**src/rtl/multicycle_controller.sv**
```systemverilog
// Multi-cycle control FSM: sequences the datapath one instruction at a time.
// Ports: clk, rst (async, active-high); opc/func decode fields; mem_ready
//   data-memory ack; datapath controls (RegDest..Branch, operation);
//   pc_write/ir_write enables; illegal_op/mem_error pulses; retired count.
module multicycle_controller #(
    parameter int CNT_W       = 32,
    parameter int MEM_TIMEOUT = 15
) (
    input  logic             clk,
    input  logic             rst,
    input  logic [5:0]       opc,
    input  logic [5:0]       func,
    input  logic             mem_ready,
    output logic             RegDest,
    output logic             RegisterWrite,
    output logic             ALUSource,
    output logic             WriteMem,
    output logic             ReadMem,
    output logic             MemToReg,
    output logic             ALUSource2,
    output logic             RegSel,
    output logic             Branch,
    output logic [3:0]       operation,
    output logic             pc_write,
    output logic             ir_write,
    output logic             illegal_op,
    output logic             mem_error,
    output logic [CNT_W-1:0] retired
);

    localparam int WW = (MEM_TIMEOUT < 1) ? 1 : $clog2(MEM_TIMEOUT + 1);

    typedef enum logic [2:0] {
        S_IDLE,
        S_FETCH,
        S_DECODE,
        S_EXEC,
        S_MEM,
        S_WB
    } state_t;

    state_t           r_state;
    logic [5:0]       r_opc;
    logic [5:0]       r_func;
    logic [WW-1:0]    r_wait;
    logic [CNT_W-1:0] r_retired;

    logic       w_rtype;
    logic       w_r_ok;
    logic       w_sll;
    logic       w_addi;
    logic       w_lw;
    logic       w_sw;
    logic       w_bne;
    logic       w_legal;
    logic       w_timeout;
    logic       w_alu_phase;
    logic [3:0] w_op;

    // Decode works only on the latched fields, so outputs never see opc/func
    assign w_rtype = (r_opc == 6'h00);
    assign w_sll   = w_rtype && (r_func == 6'h00);
    assign w_addi  = (r_opc == 6'h08);
    assign w_lw    = (r_opc == 6'h23);
    assign w_sw    = (r_opc == 6'h2B);
    assign w_bne   = (r_opc == 6'h05);
    assign w_legal = w_r_ok || w_addi || w_lw || w_sw || w_bne;

    assign w_timeout   = (r_wait == WW'(MEM_TIMEOUT));
    assign w_alu_phase = (r_state == S_EXEC) || (r_state == S_MEM)
                      || (r_state == S_WB);

    always_comb begin
        w_r_ok = 1'b0;
        w_op   = 4'b0010;
        if (w_rtype) begin
            w_r_ok = 1'b1;
            case (r_func)
                6'h20:   w_op = 4'b0010;
                6'h22:   w_op = 4'b0110;
                6'h24:   w_op = 4'b0000;
                6'h25:   w_op = 4'b0001;
                6'h2A:   w_op = 4'b0111;
                6'h00:   w_op = 4'b0011;
                default: w_r_ok = 1'b0;
            endcase
        end else if (w_bne) begin
            w_op = 4'b0110;
        end
    end

    // Fields are captured as DECODE is entered so that the DECODE
    // cycle can already flag an illegal instruction from registers.
    always_ff @(posedge clk or posedge rst) begin
        if (rst) begin
            r_state   <= S_IDLE;
            r_opc     <= 6'h00;
            r_func    <= 6'h00;
            r_wait    <= '0;
            r_retired <= '0;
        end else begin
            case (r_state)
                S_IDLE: r_state <= S_FETCH;
                S_FETCH: begin
                    r_opc   <= opc;
                    r_func  <= func;
                    r_state <= S_DECODE;
                end
                S_DECODE: r_state <= w_legal ? S_EXEC : S_FETCH;
                S_EXEC: begin
                    if (w_bne) begin
                        r_retired <= r_retired + 1'b1;
                        r_state   <= S_FETCH;
                    end else if (w_lw || w_sw) begin
                        r_wait  <= '0;
                        r_state <= S_MEM;
                    end else begin
                        r_state <= S_WB;
                    end
                end
                S_MEM: begin
                    // Timeout takes priority over a late ack
                    if (w_timeout) begin
                        r_state <= S_FETCH;
                    end else if (mem_ready) begin
                        if (w_sw) begin
                            r_retired <= r_retired + 1'b1;
                            r_state   <= S_FETCH;
                        end else begin
                            r_state <= S_WB;
                        end
                    end else begin
                        r_wait <= r_wait + WW'(1);
                    end
                end
                S_WB: begin
                    r_retired <= r_retired + 1'b1;
                    r_state   <= S_FETCH;
                end
                default: r_state <= S_IDLE;
            endcase
        end
    end

    always_comb begin
        RegDest       = 1'b0;
        RegisterWrite = 1'b0;
        ALUSource     = 1'b0;
        WriteMem      = 1'b0;
        ReadMem       = 1'b0;
        MemToReg      = 1'b0;
        ALUSource2    = 1'b0;
        RegSel        = 1'b0;
        Branch        = 1'b0;
        operation     = 4'b0000;
        pc_write      = 1'b0;
        ir_write      = 1'b0;
        illegal_op    = 1'b0;
        mem_error     = 1'b0;
        if (w_alu_phase) begin
            ALUSource  = w_addi || w_lw || w_sw;
            ALUSource2 = w_sll;
            RegSel     = w_sll;
            operation  = w_op;
        end
        case (r_state)
            S_FETCH: ir_write = 1'b1;
            S_DECODE: begin
                illegal_op = !w_legal;
                pc_write   = !w_legal;
            end
            S_EXEC: begin
                Branch   = w_bne;
                pc_write = w_bne;
            end
            S_MEM: begin
                // Strobes drop on the abort cycle
                ReadMem   = w_lw && !w_timeout;
                MemToReg  = w_lw && !w_timeout;
                WriteMem  = w_sw && !w_timeout;
                mem_error = w_timeout;
                pc_write  = w_timeout || (w_sw && mem_ready);
            end
            S_WB: begin
                RegisterWrite = 1'b1;
                pc_write      = 1'b1;
                RegDest       = w_rtype;
                MemToReg      = w_lw;
            end
            default: ;
        endcase
    end

    assign retired = r_retired;

endmodule

```
**config.mk**
```make
export PLATFORM = sky130hd
export DESIGN_NAME = multicycle_controller
export DESIGN_NICKNAME = d
export VERILOG_FILES = /design/src/rtl/multicycle_controller.sv
export SDC_FILE = /design/constraint.sdc
export NUM_CORES = 1
export LEC_CHECK = 0
export BUFFER_PORTS_ARGS = -buffer_cell sky130_fd_sc_hd__buf_4
export CAP_MARGIN = 15
export CORE_MARGIN = 1
export CORE_UTILIZATION = 58
export CTS_CLUSTER_DIAMETER = 50
export DETAILED_ROUTE_END_ITERATION = 10
export GPL_TIMING_DRIVEN = 0
export PLACE_DENSITY_LB_ADDON = 0.1
export SYNTH_ARGS = -nofsm -noshare
export SYNTH_HDL_FRONTEND = slang
export SYNTH_SLANG_ARGS = --single-unit
```
**constraint.sdc**
```tcl
create_clock -name clk -period 3 [get_ports clk]
set_clock_uncertainty 0.05 [all_clocks]
set_input_delay 0.6 -clock clk [delete_from_list [all_inputs] [get_ports clk]]
set_output_delay 0.6 -clock clk [all_outputs]
set_load 0.03 [all_outputs]
```
==> summary.md <==
| Metric | Value |
|---|---|
| Period Utilization, post-route | 91.5% |
| Max Slew Vio Count | 0 |
| Post-CTS Setup Inserts | 0 |
| CP Capture Type | output port |
| Ant diodes | 0 |
| RR Startpoint | r_state[2]$_DFFE_PP0P_ |
| Synth async-reset ratio | 100% |
| Drt total wl | 5660 um |
| Share of layout cells above drive strength 1 | 32.7% |
| Worst-path cell chain | nor4_4 -> nand2b_1 -> nor3_1 -> o21ai_0 -> nor2_1 -> buf_4 -> buf_4 |
| Maximum clock rate | 364 MHz |
| Router iterations before antenna repair | 7 |
| YS warnings | 0 |
| Leakage | 1.62 nW |
| CP Buf/Inv Count | 2 |
| Vias in the first global route | 2180 |
| IO Pins | 64 |
| Max clock buf depth | 2 |
| Slew headroom | 61.0% |
| Fin crit period | 2750 ps |
| Syn-to-layout area delta | 25.0% |
| Max Cap Viol | 0 |
| DRC Markers | 12 |
| Clk_lat worst skew | 300 ps |
| Post-synthesis average cell area | 10.5 sq um |
| Setup TNS | 0 ps |
| Post-synthesis cell count | 259 |
| DIE AREA | 4980 sq um |
| Vias | 2199 |
| Worst Slack Setup Final | 255 ps |
| Dpl cells | 374 |
| Core Box Area | 4440 sq um |
| RePlAce Congestion | 0.793 |
| Worst-path clk slew | 90 ps |
| Clk sinks | 51 |
| WL/cell | 14.8 um |
| FF-to-FF path depth | 6 |
| Detail Placement HPWL | 4140 um |
| Grt ovf | 0 |
| Top-area cell type share of the netlist area | 46.8% |
| Synth Flop Type | dfrtp_1 |
| Req. time, crit path | 2350 ps |
| Max incr delay on CP | 470 ps |
| Max stage delay cell, worst path | dfrtp_1 |
| Crit-path most repeated cell | buf_4 |
| Area after DPL | 3280 sq um |
| Violated checks | design-rule violations |
| Cell Count, Final, Fillers Out | 382 |
| Pwr dens | 714 nW/um^2 |
| Initial Util | 61.4% |
| Drt first-iter violations | 226 |
| Sequential-to-total area share from yosys stat | 46.8% |
| Critical path fanouts, max | 5 |
| Rows | 24 |
| Worst Path Arrival | 2100 ps |
| Setup WS pre-CTS | 423 ps |
| Worst Hold Class | in2async |
| Antenna violations before repair | 0 |
| Worst-Margin Slew | 578 ps |
| Port-buffer cells | 62 |
| FF+latch count, synth | 51 |
| Post-synth top area cell | dfrtp_1 |
| Reg2reg end | r_wait[2]$_DFFE_PP0P_ |
| CP top delay family | simple AND/OR/NAND/NOR gates |
| # nets final | 348 |
| Post-synth top cells | 51 x dfrtp_1, 22 x nor2_1, 20 x nand2_1 |
| Routed vias/inst | 5.76 |
| Die X | 70.6 um |
| Hold slack | 182 ps |
| Post-synth EDFFs | 0 |
| Most common cell in the netlist | dfrtp_1 |
| Reg2reg setup slack | 790 ps |
| RSZ-0062 raised after global routing | false |
| Final Hold Fails | 0 |
| Peak VDD IR | 0.594 mV |
| Vert. Die Dim | 70.6 um |
| DRT antenna net count | 0 |
| Global-route usage over all layers | 24.6% |
| Ranking of synthesized cells by area | dfrtp_1 47%, xor2_1 5.5%, mux2_2 5.4% |
| H-tree levels | 2 |
| Unique masters post-synth | 54 |
| Crit Path Class | reg2out |
| Status | finished, violations left |
| Largest net degree at the start of global routing | 41 |
| CTS Buf Count | 5 |
| TritonCTS clock tree | built |
| Mapped Area | 2730 sq um |
| Final number of setup-violating endpoints | 0 |
| Final Cell Area | 3410 sq um |
| First-pass GRT wire length | 9650 um |
| Net Count, Synth | 278 |
| Clock Tree Root | clkbuf_8 |
| Startpoint Class | flop |
metrics by stage:
stage	power, mW	utilization [%]
CTS	2.43	76.4
detailed placement	1.94	73.8
floorplan	1.68	-
global route	2.58	76.7
global placement	1.90	73.3
finish	2.44	76.7
worst max-delay path by stage:
stage / startpoint / endpoint / slack, ps / depth (start not counted)
after detailed placement: r_opc[1]$_DFFE_PP0P_ / RegSel / 420 / 7
after floorplan: r_opc[1]$_DFFE_PP0P_ / RegSel / 300 / 6
after CTS: r_opc[1]$_DFFE_PP0P_ / RegSel / 80 / 7
after global placement: r_opc[1]$_DFFE_PP0P_ / RegSel / 430 / 7
final: r_opc[1]$_DFFE_PP0P_ / RegSel / 250 / 7
after global routing: r_opc[1]$_DFFE_PP0P_ / RegSel / 70 / 7
cell families (layout without fill, tap and decap cells):
logic type / after synthesis / count (layout) / share of synthesized area (%)
and+or+nand+nor: 116 / 116 / 25.5
DFF: 51 / 51 / 46.8
xor gates and xnor gates: 31 / 31 / 10.2
AOI/OAI and AO/OA: 28 / 28 / 7.11
muxes: 14 / 14 / 5.73
buffers and inverters: 14 / 85 / 2.71
adders and majority gates: 4 / 4 / 1.83
other: 1 / 1 / 0.137
layout by cell type (no fill, tap or decap), types with 3 or more instances in the layout:
| cell | instances |
|---|---|
| buf_4 | 65 |
| dfrtp_1 | 51 |
| nor2_1 | 22 |
| nand2_1 | 20 |
| xor2_1 | 17 |
| nand3_1 | 16 |
| xnor2_1 | 13 |
| mux2_2 | 13 |
| o21ai_0 | 9 |
| nor3_1 | 7 |
| nor4_1 | 7 |
| inv_1 | 6 |
| and3_1 | 6 |
| a21oi_1 | 6 |
| clkbuf_8 | 6 |
| nand3b_1 | 4 |
| and4_1 | 4 |
| nand2b_1 | 4 |
| ha_1 | 4 |
| nand4_1 | 3 |
where the power goes:
part | internal (mW) | switching, mW | total [mW]
Combinational | 0.430 | 0.498 | 0.928
Sequential | 0.835 | 0.188 | 1.02
Clock | 0.270 | 0.216 | 0.486
Total | 1.53 | 0.902 | 2.44
per-layer routing:
metal	part of all wire (%)	wire (um)	track usage [%]	vias up
met3	5.4	307	5.70	6
li1	-	-	-	1064
met5	0	0	0	-
met2	49	2780	41.3	69
met1	44	2520	32.1	1060
met4	1.0	58	8.00	0
timing repair:
action	CTS	global route
resized for setup	0	2
hold buffers	0	0
setup endpoints to repair	0	3
cell type report:
class / count / area (sq um)
timing repair buffer: 63 / 485
tap: 52 / 65.1
fill: 321 / 1030
clock inverter: 2 / 35.0
multi-input combinational: 194 / 1390
sequential: 51 / 1280
clock buffer: 6 / 82.6
inverter: 7 / 26.3
buffer: 7 / 47.5
registers in the layout, indices dropped and copies added (netlist names):
register	flops
retired	32
r_opc	6
r_wait	4
r_state	3
r_func	6
(Power assumes the default switching activity.)
